--- config.mk ---
export PLATFORM = sky130hd
export DESIGN_NAME = reorder_buffer_flat
export DESIGN_NICKNAME = d
export VERILOG_FILES = /design/src/rtl/reorder_buffer_if.sv /design/src/rtl/reorder_buffer.sv /design/src/flat_wrapper.sv
export SDC_FILE = /design/constraint.sdc
export NUM_CORES = 1
export LEC_CHECK = 0
export BUFFER_PORTS_ARGS = -buffer_cell sky130_fd_sc_hd__buf_4
export CORE_AREA = 10 10 232 323
export DETAILED_ROUTE_END_ITERATION = 10
export DIE_AREA = 0 0 242 333
export PLACE_DENSITY_LB_ADDON = 0.12
export SLEW_MARGIN = 5
export SYNTH_ARGS = -nofsm -noshare
export SYNTH_HDL_FRONTEND = slang
export SYNTH_SLANG_ARGS = --single-unit
--- constraint.sdc ---
create_clock -name clk -period 6.8 [get_ports clk]
set_clock_uncertainty 0.2 [all_clocks]
set_input_delay 0 -clock clk [delete_from_list [all_inputs] [get_ports clk]]
set_output_delay 0 -clock clk [all_outputs]
set_load 0.01 [all_outputs]
--- src/rtl/reorder_buffer_if.sv ---
// Dispatch / writeback / commit bundle of the reorder buffer.
// With ROB_PERF_EN defined it also carries the commit and flush event counters.
interface reorder_buffer_if #(
   parameter int TAG_W  = 4,
   parameter int PREG_W = 6
);
   logic              disp_valid;
   logic              disp_ready;
   logic [4:0]        disp_rd_log;
   logic [PREG_W-1:0] disp_rd_phys;
   logic [PREG_W-1:0] disp_rd_old_phys;
   logic              disp_reg_write;
   logic              disp_is_branch;
   logic [31:0]       disp_pc;
   logic [TAG_W-1:0]  disp_tag;

   logic              wb_valid;
   logic [TAG_W-1:0]  wb_tag;
   logic              wb_mispredict;

   logic              commit_valid;
   logic [4:0]        commit_rd_log;
   logic [PREG_W-1:0] commit_rd_phys;
   logic [PREG_W-1:0] commit_free_phys;
   logic              commit_reg_write;
   logic [31:0]       commit_pc;
   logic              flush_valid;
   logic [31:0]       flush_pc;
   logic [TAG_W:0]    count;
`ifdef ROB_PERF_EN
   logic [31:0]       perf_commit_cnt;
   logic [31:0]       perf_flush_cnt;
`endif

   modport master (
      output disp_valid, disp_rd_log, disp_rd_phys, disp_rd_old_phys,
             disp_reg_write, disp_is_branch, disp_pc,
             wb_valid, wb_tag, wb_mispredict,
      input  disp_ready, disp_tag, commit_valid, commit_rd_log, commit_rd_phys,
             commit_free_phys, commit_reg_write, commit_pc, flush_valid, flush_pc,
             count
`ifdef ROB_PERF_EN
      , input perf_commit_cnt, perf_flush_cnt
`endif
   );

   modport slave (
      input  disp_valid, disp_rd_log, disp_rd_phys, disp_rd_old_phys,
             disp_reg_write, disp_is_branch, disp_pc,
             wb_valid, wb_tag, wb_mispredict,
      output disp_ready, disp_tag, commit_valid, commit_rd_log, commit_rd_phys,
             commit_free_phys, commit_reg_write, commit_pc, flush_valid, flush_pc,
             count
`ifdef ROB_PERF_EN
      , output perf_commit_cnt, perf_flush_cnt
`endif
   );
endinterface

--- src/rtl/reorder_buffer.sv ---
// In-order retirement buffer: dispatch at tail, completion by tag, commit/flush from head.
// Optional ROB_PERF_EN adds 32-bit commit and flush event counters.
module reorder_buffer #(
   parameter int DEPTH  = 16,
   parameter int TAG_W  = 4,
   parameter int PREG_W = 6
) (
   input  logic               clk,
   input  logic               rst_n,
   reorder_buffer_if.slave    rob
);
   typedef struct packed {
      logic [4:0]        rd_log;
      logic [PREG_W-1:0] rd_phys;
      logic [PREG_W-1:0] old_phys;
      logic              reg_write;
      logic [31:0]       pc;
   } entry_t;

   entry_t           mem_q   [DEPTH];
   logic             valid_q [DEPTH];
   logic             done_q  [DEPTH];
   logic             mis_q   [DEPTH];
   logic [TAG_W:0]   head_q, tail_q;

   logic [TAG_W-1:0] head_idx, tail_idx;
   logic             full, commit, flush, disp_fire, wb_hit;
   entry_t           head_e;
   logic             unused_is_branch;

   assign head_idx  = head_q[TAG_W-1:0];
   assign tail_idx  = tail_q[TAG_W-1:0];
   assign full      = (head_idx == tail_idx) && (head_q[TAG_W] != tail_q[TAG_W]);
   assign head_e    = mem_q[head_idx];
   assign commit    = valid_q[head_idx] && done_q[head_idx];
   assign flush     = commit && mis_q[head_idx];
   assign disp_fire = rob.disp_valid && rob.disp_ready;
   assign wb_hit    = rob.wb_valid && valid_q[rob.wb_tag];

   // Branch flag is carried for the front end; retirement only needs the mispredict bit.
   assign unused_is_branch = rob.disp_is_branch;

   assign rob.disp_ready       = !full && !flush;
   assign rob.disp_tag         = tail_idx;
   assign rob.count            = tail_q - head_q;
   assign rob.commit_valid     = commit;
   assign rob.commit_rd_log    = commit ? head_e.rd_log    : '0;
   assign rob.commit_rd_phys   = commit ? head_e.rd_phys   : '0;
   assign rob.commit_free_phys = commit ? head_e.old_phys  : '0;
   assign rob.commit_reg_write = commit ? head_e.reg_write : 1'b0;
   assign rob.commit_pc        = commit ? head_e.pc        : '0;
   assign rob.flush_valid      = flush;
   assign rob.flush_pc         = flush ? head_e.pc : '0;

   // Payload needs no reset: it is only observed while its valid bit is set.
   always_ff @(posedge clk) begin
      if (disp_fire && !flush)
         mem_q[tail_idx] <= '{rd_log:    rob.disp_rd_log,
                              rd_phys:   rob.disp_rd_phys,
                              old_phys:  rob.disp_rd_old_phys,
                              reg_write: rob.disp_reg_write,
                              pc:        rob.disp_pc};
   end

   always_ff @(posedge clk or negedge rst_n) begin
      if (!rst_n) begin
         head_q <= '0;
         tail_q <= '0;
         for (int i = 0; i < DEPTH; i++) begin
            valid_q[i] <= 1'b0;
            done_q[i]  <= 1'b0;
            mis_q[i]   <= 1'b0;
         end
      end else if (flush) begin
         head_q <= head_q + 1'b1;
         tail_q <= head_q + 1'b1;
         for (int i = 0; i < DEPTH; i++) valid_q[i] <= 1'b0;
      end else begin
         if (commit) begin
            valid_q[head_idx] <= 1'b0;
            head_q            <= head_q + 1'b1;
         end
         if (wb_hit) begin
            done_q[rob.wb_tag] <= 1'b1;
            mis_q[rob.wb_tag]  <= rob.wb_mispredict;
         end
         // Ordered last so a dispatch overrides a writeback to the same slot.
         if (disp_fire) begin
            valid_q[tail_idx] <= 1'b1;
            done_q[tail_idx]  <= 1'b0;
            mis_q[tail_idx]   <= 1'b0;
            tail_q            <= tail_q + 1'b1;
         end
      end
   end

`ifdef ROB_PERF_EN
   logic [31:0] perf_commit_q, perf_flush_q;
   always_ff @(posedge clk or negedge rst_n) begin
      if (!rst_n) begin
         perf_commit_q <= '0;
         perf_flush_q  <= '0;
      end else begin
         if (commit) perf_commit_q <= perf_commit_q + 32'd1;
         if (flush)  perf_flush_q  <= perf_flush_q + 32'd1;
      end
   end
   assign rob.perf_commit_cnt = perf_commit_q;
   assign rob.perf_flush_cnt  = perf_flush_q;
`endif
endmodule

--- src/flat_wrapper.sv ---
// flat-port wrapper written by rule: the top's interface ports become plain ports
module reorder_buffer_flat 
#(
   parameter int DEPTH  = 16,
   parameter int TAG_W  = 4,
   parameter int PREG_W = 6
)
  (clk, rst_n, rob_disp_valid, rob_disp_rd_log, rob_disp_rd_phys, rob_disp_rd_old_phys, rob_disp_reg_write, rob_disp_is_branch, rob_disp_pc, rob_wb_valid, rob_wb_tag, rob_wb_mispredict, rob_disp_ready, rob_disp_tag, rob_commit_valid, rob_commit_rd_log, rob_commit_rd_phys, rob_commit_free_phys, rob_commit_reg_write, rob_commit_pc, rob_flush_valid, rob_flush_pc, rob_count);
  reorder_buffer_if #(.TAG_W(TAG_W), .PREG_W(PREG_W)) rob_i ();
  input  logic clk;
  input  logic rst_n;
  input wire logic [$bits(rob_i.disp_valid)-1:0] rob_disp_valid;
  input wire logic [$bits(rob_i.disp_rd_log)-1:0] rob_disp_rd_log;
  input wire logic [$bits(rob_i.disp_rd_phys)-1:0] rob_disp_rd_phys;
  input wire logic [$bits(rob_i.disp_rd_old_phys)-1:0] rob_disp_rd_old_phys;
  input wire logic [$bits(rob_i.disp_reg_write)-1:0] rob_disp_reg_write;
  input wire logic [$bits(rob_i.disp_is_branch)-1:0] rob_disp_is_branch;
  input wire logic [$bits(rob_i.disp_pc)-1:0] rob_disp_pc;
  input wire logic [$bits(rob_i.wb_valid)-1:0] rob_wb_valid;
  input wire logic [$bits(rob_i.wb_tag)-1:0] rob_wb_tag;
  input wire logic [$bits(rob_i.wb_mispredict)-1:0] rob_wb_mispredict;
  output wire logic [$bits(rob_i.disp_ready)-1:0] rob_disp_ready;
  output wire logic [$bits(rob_i.disp_tag)-1:0] rob_disp_tag;
  output wire logic [$bits(rob_i.commit_valid)-1:0] rob_commit_valid;
  output wire logic [$bits(rob_i.commit_rd_log)-1:0] rob_commit_rd_log;
  output wire logic [$bits(rob_i.commit_rd_phys)-1:0] rob_commit_rd_phys;
  output wire logic [$bits(rob_i.commit_free_phys)-1:0] rob_commit_free_phys;
  output wire logic [$bits(rob_i.commit_reg_write)-1:0] rob_commit_reg_write;
  output wire logic [$bits(rob_i.commit_pc)-1:0] rob_commit_pc;
  output wire logic [$bits(rob_i.flush_valid)-1:0] rob_flush_valid;
  output wire logic [$bits(rob_i.flush_pc)-1:0] rob_flush_pc;
  output wire logic [$bits(rob_i.count)-1:0] rob_count;
  assign rob_i.disp_valid = rob_disp_valid;
  assign rob_i.disp_rd_log = rob_disp_rd_log;
  assign rob_i.disp_rd_phys = rob_disp_rd_phys;
  assign rob_i.disp_rd_old_phys = rob_disp_rd_old_phys;
  assign rob_i.disp_reg_write = rob_disp_reg_write;
  assign rob_i.disp_is_branch = rob_disp_is_branch;
  assign rob_i.disp_pc = rob_disp_pc;
  assign rob_i.wb_valid = rob_wb_valid;
  assign rob_i.wb_tag = rob_wb_tag;
  assign rob_i.wb_mispredict = rob_wb_mispredict;
  assign rob_disp_ready = rob_i.disp_ready;
  assign rob_disp_tag = rob_i.disp_tag;
  assign rob_commit_valid = rob_i.commit_valid;
  assign rob_commit_rd_log = rob_i.commit_rd_log;
  assign rob_commit_rd_phys = rob_i.commit_rd_phys;
  assign rob_commit_free_phys = rob_i.commit_free_phys;
  assign rob_commit_reg_write = rob_i.commit_reg_write;
  assign rob_commit_pc = rob_i.commit_pc;
  assign rob_flush_valid = rob_i.flush_valid;
  assign rob_flush_pc = rob_i.flush_pc;
  assign rob_count = rob_i.count;
  reorder_buffer #(.DEPTH(DEPTH), .TAG_W(TAG_W), .PREG_W(PREG_W)) u_core (.clk(clk), .rst_n(rst_n), .rob(rob_i));
endmodule
## Yosys cells after proc, flatten, opt, wreduce, memory -nomap -nowiden

Memory sizes are Yosys's and may differ from the RTL's.
Cells that the tools add are included.
W data, S select, Z words.

- $add $sub $neg: 3
- Magnitude comparators: 6
- Eq/ne operators: 2
- Muxes and demuxes: 41
- Bitwise gates (word level): 10
- Reductions and logical operators: 14

Operators with widths:

| operator | count |
|---|---|
| $mux W16 | 10 |
| $mux W32 | 2 |
| $and A16 B16 Y16 | 3 |
| $not A16 Y16 | 2 |
| $or A16 B16 Y16 | 2 |
| $mux W5 | 5 |
| $bmux W1 S4 | 4 |
| $bwmux W16 | 1 |
| $ge A5 B5 Y1 const B | 3 |
| $lt A5 B1 Y1 const B | 3 |
| $not A4 Y5 | 3 |
| $mux W1 | 14 |
| $demux W1 S4 | 3 |
| $mux W6 | 2 |
| $add A5 B1 Y5 const B | 2 |
| $logic_and A1 B1 Y1 | 10 |
| $sub A5 B5 Y5 | 1 |
| $eq A4 B4 Y1 | 1 |
| $reduce_bool A2 Y1 | 2 |
| $logic_not A1 Y1 | 2 |
| $ne A1 B1 Y1 | 1 |

- Bits in registers: 58
- Memory bits (writable): 800
- Bits of input ports: 60
- Output and inout port bits: 94
- Memories kept: 1

Memories:

| name | depth | bits a word | rd ports | clocked after Yosys merged registers in | wr ports | line | text |
|---|---|---|---|---|---|---|---|
| u_core.mem_q | 16 | 50 | 1 | 0 | 1 | reorder_buffer.sv:20 | `entry_t mem_q [DEPTH];` |

## Longest topological paths before layout

Gate-level depths: netlist (run 1).

- Word-level depth: 12
- Mapped depth: 13

## Worst setup path after synthesis (run 1)

No wires, ideal clock.

- Path type: reg2reg
- From: register u_core.head_q[1]
- To: memory u_core.mem_q[10][0] (netlist bit), enable pin
- Setup time: 0.491 ns
- Arrival time: 5.285 ns
- Data required time: 6.109 ns
- Slack: 0.824 ns
- Stages on the path, launching flop included: 10
- Buffers on the path: 4
- Path through: dfrtp_1 -> clkbuf_1 -> buf_2 -> buf_1 -> clkbuf_1 -> inv_1 -> ha_1 -> nand4_1 -> o21ai_1 -> nor4b_2

- Word-level cells in the longest chain between the ends: 12
- Elaborated cells between the ends (all ways): 21

RTL lines:

| element | line | text |
|---|---|---|
| start, declared | reorder_buffer.sv:24 | `logic [TAG_W:0] head_q, tail_q;` |
| start signal, assigned | reorder_buffer.sv:75 | `head_q <= head_q + 1'b1;` |
| start signal, assigned | reorder_buffer.sv:81 | `head_q <= head_q + 1'b1;` |
| $not A4 Y5 (not written as such) | reorder_buffer.sv:35, reorder_buffer.sv:36 |  |
| $bmux W1 S4 | reorder_buffer.sv:35 | `assign commit = valid_q[head_idx] && done_q[head_idx];` |
| $mux W1 (not written as such) (2 in series) | reorder_buffer.sv:35 |  |
| $logic_and A1 B1 Y1 | reorder_buffer.sv:35 |  |
| $logic_and A1 B1 Y1 | reorder_buffer.sv:36 | `assign flush = commit && mis_q[head_idx];` |
| $logic_not A1 Y1 | reorder_buffer.sv:43, reorder_buffer.sv:57 |  |
| $logic_and A1 B1 Y1 | reorder_buffer.sv:43 | `assign rob.disp_ready = !full && !flush;` |
| $logic_and A1 B1 Y1 | reorder_buffer.sv:37 | `assign disp_fire = rob.disp_valid && rob.disp_ready;` |
| $logic_and A1 B1 Y1 * | reorder_buffer.sv:57 | `if (disp_fire && !flush)` |
| $mux W1 * | reorder_buffer.sv:57 |  |
| $mux W1 (not written as such) * | reorder_buffer.sv:58 | `mem_q[tail_idx] <= '{rd_log: rob.disp_rd_log,` |
| end, declared | reorder_buffer.sv:20 |  |

Mark *: on every way between the ends. The rest lies on a longest branch, timed or not. The select of a mux whose other input is x is not followed.

## Worst setup path after layout (run 1)

- From: register u_core.head_q[1]
- To: register u_core.mis_q[15] (netlist bit)

- Word-level cells in the longest chain between the ends: 10
- Elaborated cells between the ends (all ways): 19

RTL lines:

| element | line | text |
|---|---|---|
| $not A4 Y5 (not written as such) | reorder_buffer.sv:35, reorder_buffer.sv:36 |  |
| $bmux W1 S4 | reorder_buffer.sv:35 |  |
| $mux W1 (not written as such) (2 in series) | reorder_buffer.sv:35 |  |
| $logic_and A1 B1 Y1 | reorder_buffer.sv:35 |  |
| $logic_and A1 B1 Y1 | reorder_buffer.sv:36 |  |
| $logic_not A1 Y1 | reorder_buffer.sv:43 |  |
| $logic_and A1 B1 Y1 | reorder_buffer.sv:43 |  |
| $logic_and A1 B1 Y1 | reorder_buffer.sv:37 |  |
| $mux W16 | reorder_buffer.sv:88 | `if (disp_fire) begin` |
| end signal, assigned by index | reorder_buffer.sv:85 | `mis_q[rob.wb_tag] <= rob.wb_mispredict;` |
| end, declared | reorder_buffer.sv:23 | `logic mis_q [DEPTH];` |

Several ways; a longest one is shown, not always the timed one. The select of a mux whose other input is x is not followed.
A chain may end at the register's enable or synchronous reset.

==> results of run 1 <==
-- cell usage after synthesis (4+ instances only) --
cell type  instances
edfxtp_1         800
mux4_2           263
dfrtp_1           58
clkbuf_1          57
and3_1            51
nor2_1            38
a21oi_1           36
and2_1            35
buf_2             23
nand2b_1          20
o21ai_0           19
a31oi_1           17
nand4_1           16
nand2_1           14
inv_1             13
buf_1             12
ha_1              12
nand3_1           12
and4_1            11
o41ai_1           11
xnor2_1           10
mux2i_1            9
buf_4              6
nor2b_1            6
xor2_1             5
a22oi_1            4
a31o_2             4
o21ai_1            4
-- logic make-up (layout without fill, tap and decap cells) --
group,after synthesis,in the layout,synth area share (%)
flip-flops,858,858,74.6
multiplexers,272,272,17.6
AND/OR/NAND/NOR,210,210,3.67
buffers and inverters,115,435,1.46
AO/OA/AOI/OAI,101,101,1.79
XOR/XNOR,15,15,0.385
adder cells (fa/ha/maj),13,13,0.498
other,0,3,0
-- path summary, 6_finish.rpt --
kind	startpoint	end	slack [ps]
worst min-delay path	rob_disp_pc[10]	u_core.mem_q[4][10]	40
min in group asynchronous	rst_n	u_core.mis_q[9]	300
worst max-delay path	u_core.head_q[1]	u_core.mis_q[15]	1460
worst min register to register	u_core.done_q[11]	u_core.done_q[11]	290
max in group asynchronous	rst_n	u_core.head_q[2]	5830
worst max register to register	u_core.head_q[1]	u_core.mis_q[15]	1460
-- flip-flops by register name, summed over array words and instances, names as in the netlist --
signal and count:
u_core.done_q 16, u_core.mem_q 800, u_core.head_q 5, u_core.tail_q 5, u_core.valid_q 16, u_core.mis_q 16
-- routing by layer --
metal	GRT usage [%]	wire length, um	up-vias
met2	34.7	42000	539
met4	6.63	1970	4
met3	2.84	3910	122
li1	-	-	7165
met5	0	21	-
met1	24.8	31200	8984
-- final cells by class --
class | count | area [um^2] | area share [%]
multi-input combinational | 611 | 8240 | 20.7
tap | 928 | 1160 | 2.92
clock buffer | 113 | 2240 | 5.63
sequential | 858 | 25500 | 64.1
inverter | 15 | 58.8 | 0.148
antenna | 3 | 7.51 | 0.0189
clock inverter | 31 | 206 | 0.519
timing repair buffer | 276 | 2380 | 5.98
-- critical path, cell delays in order (launching register included) --
cell	delay [ps]
dfrtp_4	680
buf_4	760
mux4_2	410
a22oi_1	210
nand3_2	120
nand3_2	730
and4_4	1000
buf_4	370
a21oi_1	50
dlygate4sd3_1	560
-- where the power goes --
group	switching [mW]	leakage (nW)	internal [mW]	total [mW]
combinational	2.84	4.10	2.48	5.32
sequential	0.300	7.93	6.46	6.76
clock	1.87	1.20	2.37	4.24
-- per-stage QoR --
stage                     instance area [um^2]  setup WS (ps)
final                                    39800           1460
after global routing                     39800           1180
after global placement                   36400           1640
after detailed placement                 36400           1570
after floorplan                          34200            824
after CTS                                39800           1430
==> results.toml, run 1 <==
[min_path]
holdPathStages = 2
hp-class = "in2reg"

[global_routing]
grt_pass1_vias = 18200
grt_max_degree = 112
grt.total_usage_pct = 19.7
antenna_found_initial = 5
grt_pass1_wl_um = 119000
overflow = 0

[setup_path]
crit_arrival_ps = 5630
critPathCaptureType = "flop"
crit_fanout = 58
required_ps = 7100
worstSetupStartpointType = "flop"
r2r_cells = 9
criticalPathCategory = "reg2reg"

[logic_synthesis]
synth_area_um2 = 34200
avgSynthCellArea_um2 = 21.6
ys_ff_latch = 858
synth_top_cell_area_share_pct = 70.3
ys_types = 39
async_reset_ff_share_pct = 6.76
synthFlopType = "edfxtp_1"
yosysWarnings = 0
synth_nets = 1657
yosys-top-cells-area = "edfxtp_1 70%, mux4_2 17%, dfrtp_1 4.3%"
netlist_instances = 1584
netlist.top_cell.by_area = "edfxtp_1"
yosysSeqAreaShare_pct = 74.6
synth-edff-count = 800

[timing]
rsz0062_at_grt = "no"
fmax_mhz = 187
whs_ps = 35.4
worst_pin_slew_ps = 1090
finalSetupViolCount = 0
finalSetupTns_ps = 0
period_share_pct = 78.5
slew_headroom_pct = 27.0
fin_crit_ps = 5340
final-hold-violation-count = 0
slew_viol_final = 0

[routing]
wl_per_cell_um = 27.9
drt.antenna.violating_nets = 0
wl_um = 79200
drt_iter0_drc = 1566
first_pass_iters = 7
remaining_drc_errors = 0
vias = 16800
detail_route.vias_per_cell = 5.93

[layout]
num-fill-cells = 5228
layout_common_cells = "800 x edfxtp_1, 263 x mux4_2, 181 x buf_4"
final_common_cell = "edfxtp_1"
fin_nets = 1915
drive_gt1_share_pct = 30.7
final_core_util_pct = 57.9
final_cells = 2835
syn2layout_area_growth_pct = 16.5

[cts]
worstSkewPairLatency_ps = 620
cts.clk_slew.worst_paths_ps = 60
ctsResizeCount = 0
postCtsHoldBufs = 90
htree_levels = 3
clock-sinks = 858
cts_setup_buffers = 0
cts_made_buffers = 80
clock_path_buffers = 3
tritoncts = "built"
cts_root_buffer = "clkbuf_16"

[placement]
dp_hpwl_um = 40600
gp_congestion = 0.808
place_inst = 2598
port_buffers = 152

[outcome]
status = "finished clean"

[floorplan]
die_y_um = 333
io_pins = 154
rows = 114
die_area_um2 = 80600
initial_core_util_pct = 49.7
fp.coreArea_um2 = 68800
fp.dieW_um = 242

[power_and_ir_drop]
total_power_mw = 16.3
ir_drop_mv = 0.494
p_leak_nw = 13.2
power.density_nw_per_um2 = 410

[flow_run]
cap_violations = 0
Note: power is estimated with default switching activity, not from simulation.
==> run 2: changes to the inputs <==
==> constraint.sdc (replaced) <==
create_clock -name clk -period 4.5 [get_ports clk]
set_clock_uncertainty 0.2 [all_clocks]
set_input_delay 0 -clock clk [delete_from_list [all_inputs] [get_ports clk]]
set_output_delay 0 -clock clk [all_outputs]
set_load 0.01 [all_outputs]
==> results.toml, run 2 (synthesized netlist as in run 1, its figures left out) <==
[routing]
remaining_drc_errors = 0
drt.antenna.violating_nets = 0
detail_route.vias_per_cell = 5.91
drt_iter0_drc = 1443
first_pass_iters = 5
wl_per_cell_um = 28.1
vias = 17000
wl_um = 80800

[timing]
fin_ws_ps = 179
fmax_mhz = 231
finalSetupViolCount = 0
slew_headroom_pct = 22.8
fin_crit_ps = 4320
final-hold-violation-count = 0
period_share_pct = 96.0
rsz0062_at_grt = "no"
slew_viol_final = 0
finalSetupTns_ps = 0
whs_ps = 29.8
worst_pin_slew_ps = 1160

[cts]
htree_levels = 3
cts_made_buffers = 81
tritoncts = "built"
clock-sinks = 858
clock_path_buffers = 3
worstSkewPairLatency_ps = 630
cts.clk_slew.worst_paths_ps = 60
cts_root_buffer = "clkbuf_16"

[global_routing]
grt_pass1_wl_um = 121000
antenna_found_initial = 6
grt_max_degree = 143
grt.total_usage_pct = 20.1
grt_pass1_vias = 18300
overflow = 0

[layout]
drive_gt1_share_pct = 32.1
final_common_cell = "edfxtp_1"
syn2layout_area_growth_pct = 18.2
largest-register = "u_core.mem_q"
fin_nets = 1950
final_cells = 2872
largest_reg_flops = 800
num-fill-cells = 5075
layout_common_cells = "800 x edfxtp_1, 263 x mux4_2, 195 x buf_4"

[setup_path]
crit_fanout = 47
criticalPathCategory = "reg2reg"
required_ps = 4800
worstSetupStartpointType = "flop"
critPathCaptureType = "flop"
crit_arrival_ps = 4620

[placement]
place_inst = 2621
port_buffers = 152
dp_hpwl_um = 45500
dpl_worst_slack_ps = 512
gp_congestion = 0.818

[floorplan]
initial_core_util_pct = 49.7
fp.dieW_um = 242
rows = 114
io_pins = 154
fp.coreArea_um2 = 68800
die_area_um2 = 80600
die_y_um = 333

[flow_run]
cap_violations = 0

[min_path]
hp-class = "in2reg"

[power_and_ir_drop]
p_leak_nw = 13.5
total_power_mw = 25.1
power.density_nw_per_um2 = 622
ir_drop_mv = 0.484

[outcome]
status = "finished clean"
==> run 2: cell types whose count changed in the layout (fill, tap and decap cells not counted), moves of 2 or more <==
cell	before	now
buf_12	5	26
buf_4	181	195
clkinvlp_4	0	2
bufinv_16	2	4
clkbuf_8	3	0
==> run 2: where the power goes <==
part / leakage, nW / internal, mW / switching, mW / total [mW]
logic: 4.33 / 3.95 / 4.41 / 8.37
clock network: 1.22 / 3.67 / 2.86 / 6.53
registers: 7.93 / 9.75 / 0.447 / 10.2
==> run 2: cell type report <==
class | instances | area [um^2] | area share, %
multi-input cells | 611 | 8250 | 20.4
diodes | 4 | 10.0 | 0.0248
well taps | 928 | 1160 | 2.88
clock buffers | 109 | 2200 | 5.44
repair buffers | 310 | 2890 | 7.17
clock inverters | 37 | 305 | 0.756
inverters | 15 | 58.8 | 0.146
flip-flops and latches | 858 | 25500 | 63.1
==> run 2: timing repair <==
| action | 4_1_cts | 5_1_grt |
|---|---|---|
| endpoints found under the hold margin | 895 | 0 |
| hold buffers | 89 | 0 |
| gates resized for setup | 0 | 1 |
| buffers inserted | 0 | 12 |
| setup endpoints to repair | 0 | 32 |
==> run 2: path summary, 6_finish.rpt <==
path                                              start                  end  slack [ps]  depth (start not counted)
worst max-delay path                   u_core.head_q[1]      u_core.mis_q[9]         180                          8
worst min-delay path            rob_disp_rd_old_phys[5]  u_core.mem_q[5][38]          30                          2
worst max register to register         u_core.head_q[1]      u_core.mis_q[9]         180                          8
worst min register to register         u_core.done_q[0]     u_core.done_q[0]         300                          2
max in group asynchronous                         rst_n     u_core.head_q[2]        3560                          4
min in group asynchronous                         rst_n     u_core.tail_q[0]         280                          4
==> run 2: layer usage <==
metal,global-route usage (%),vias to the layer above,wire [um]
met2,35.8,499,43300
met5,0,-,26
li1,-,7228,-
met1,24.9,9097,31600
met3,3.20,138,3800
met4,6.08,4,2050
==> run 2: worst max-delay path: stages (launching register included) <==
cell and delay, ps:
dfrtp_4 650, mux4_2 550, mux4_2 650, nand3_4 290, inv_2 250, buf_4 390
o41ai_1 460, a21oi_1 130, dlygate4sd3_1 570
==> run 2: metrics by stage <==
| step | cell area (um^2) | utilization [%] |
|---|---|---|
| after floorplan | 34200 | - |
| after global placement | 36800 | 53.6 |
| after detailed placement | 36800 | 53.6 |
| after CTS | 40200 | 58.5 |
| after global routing | 40400 | 58.7 |
| final | 40400 | 58.7 |
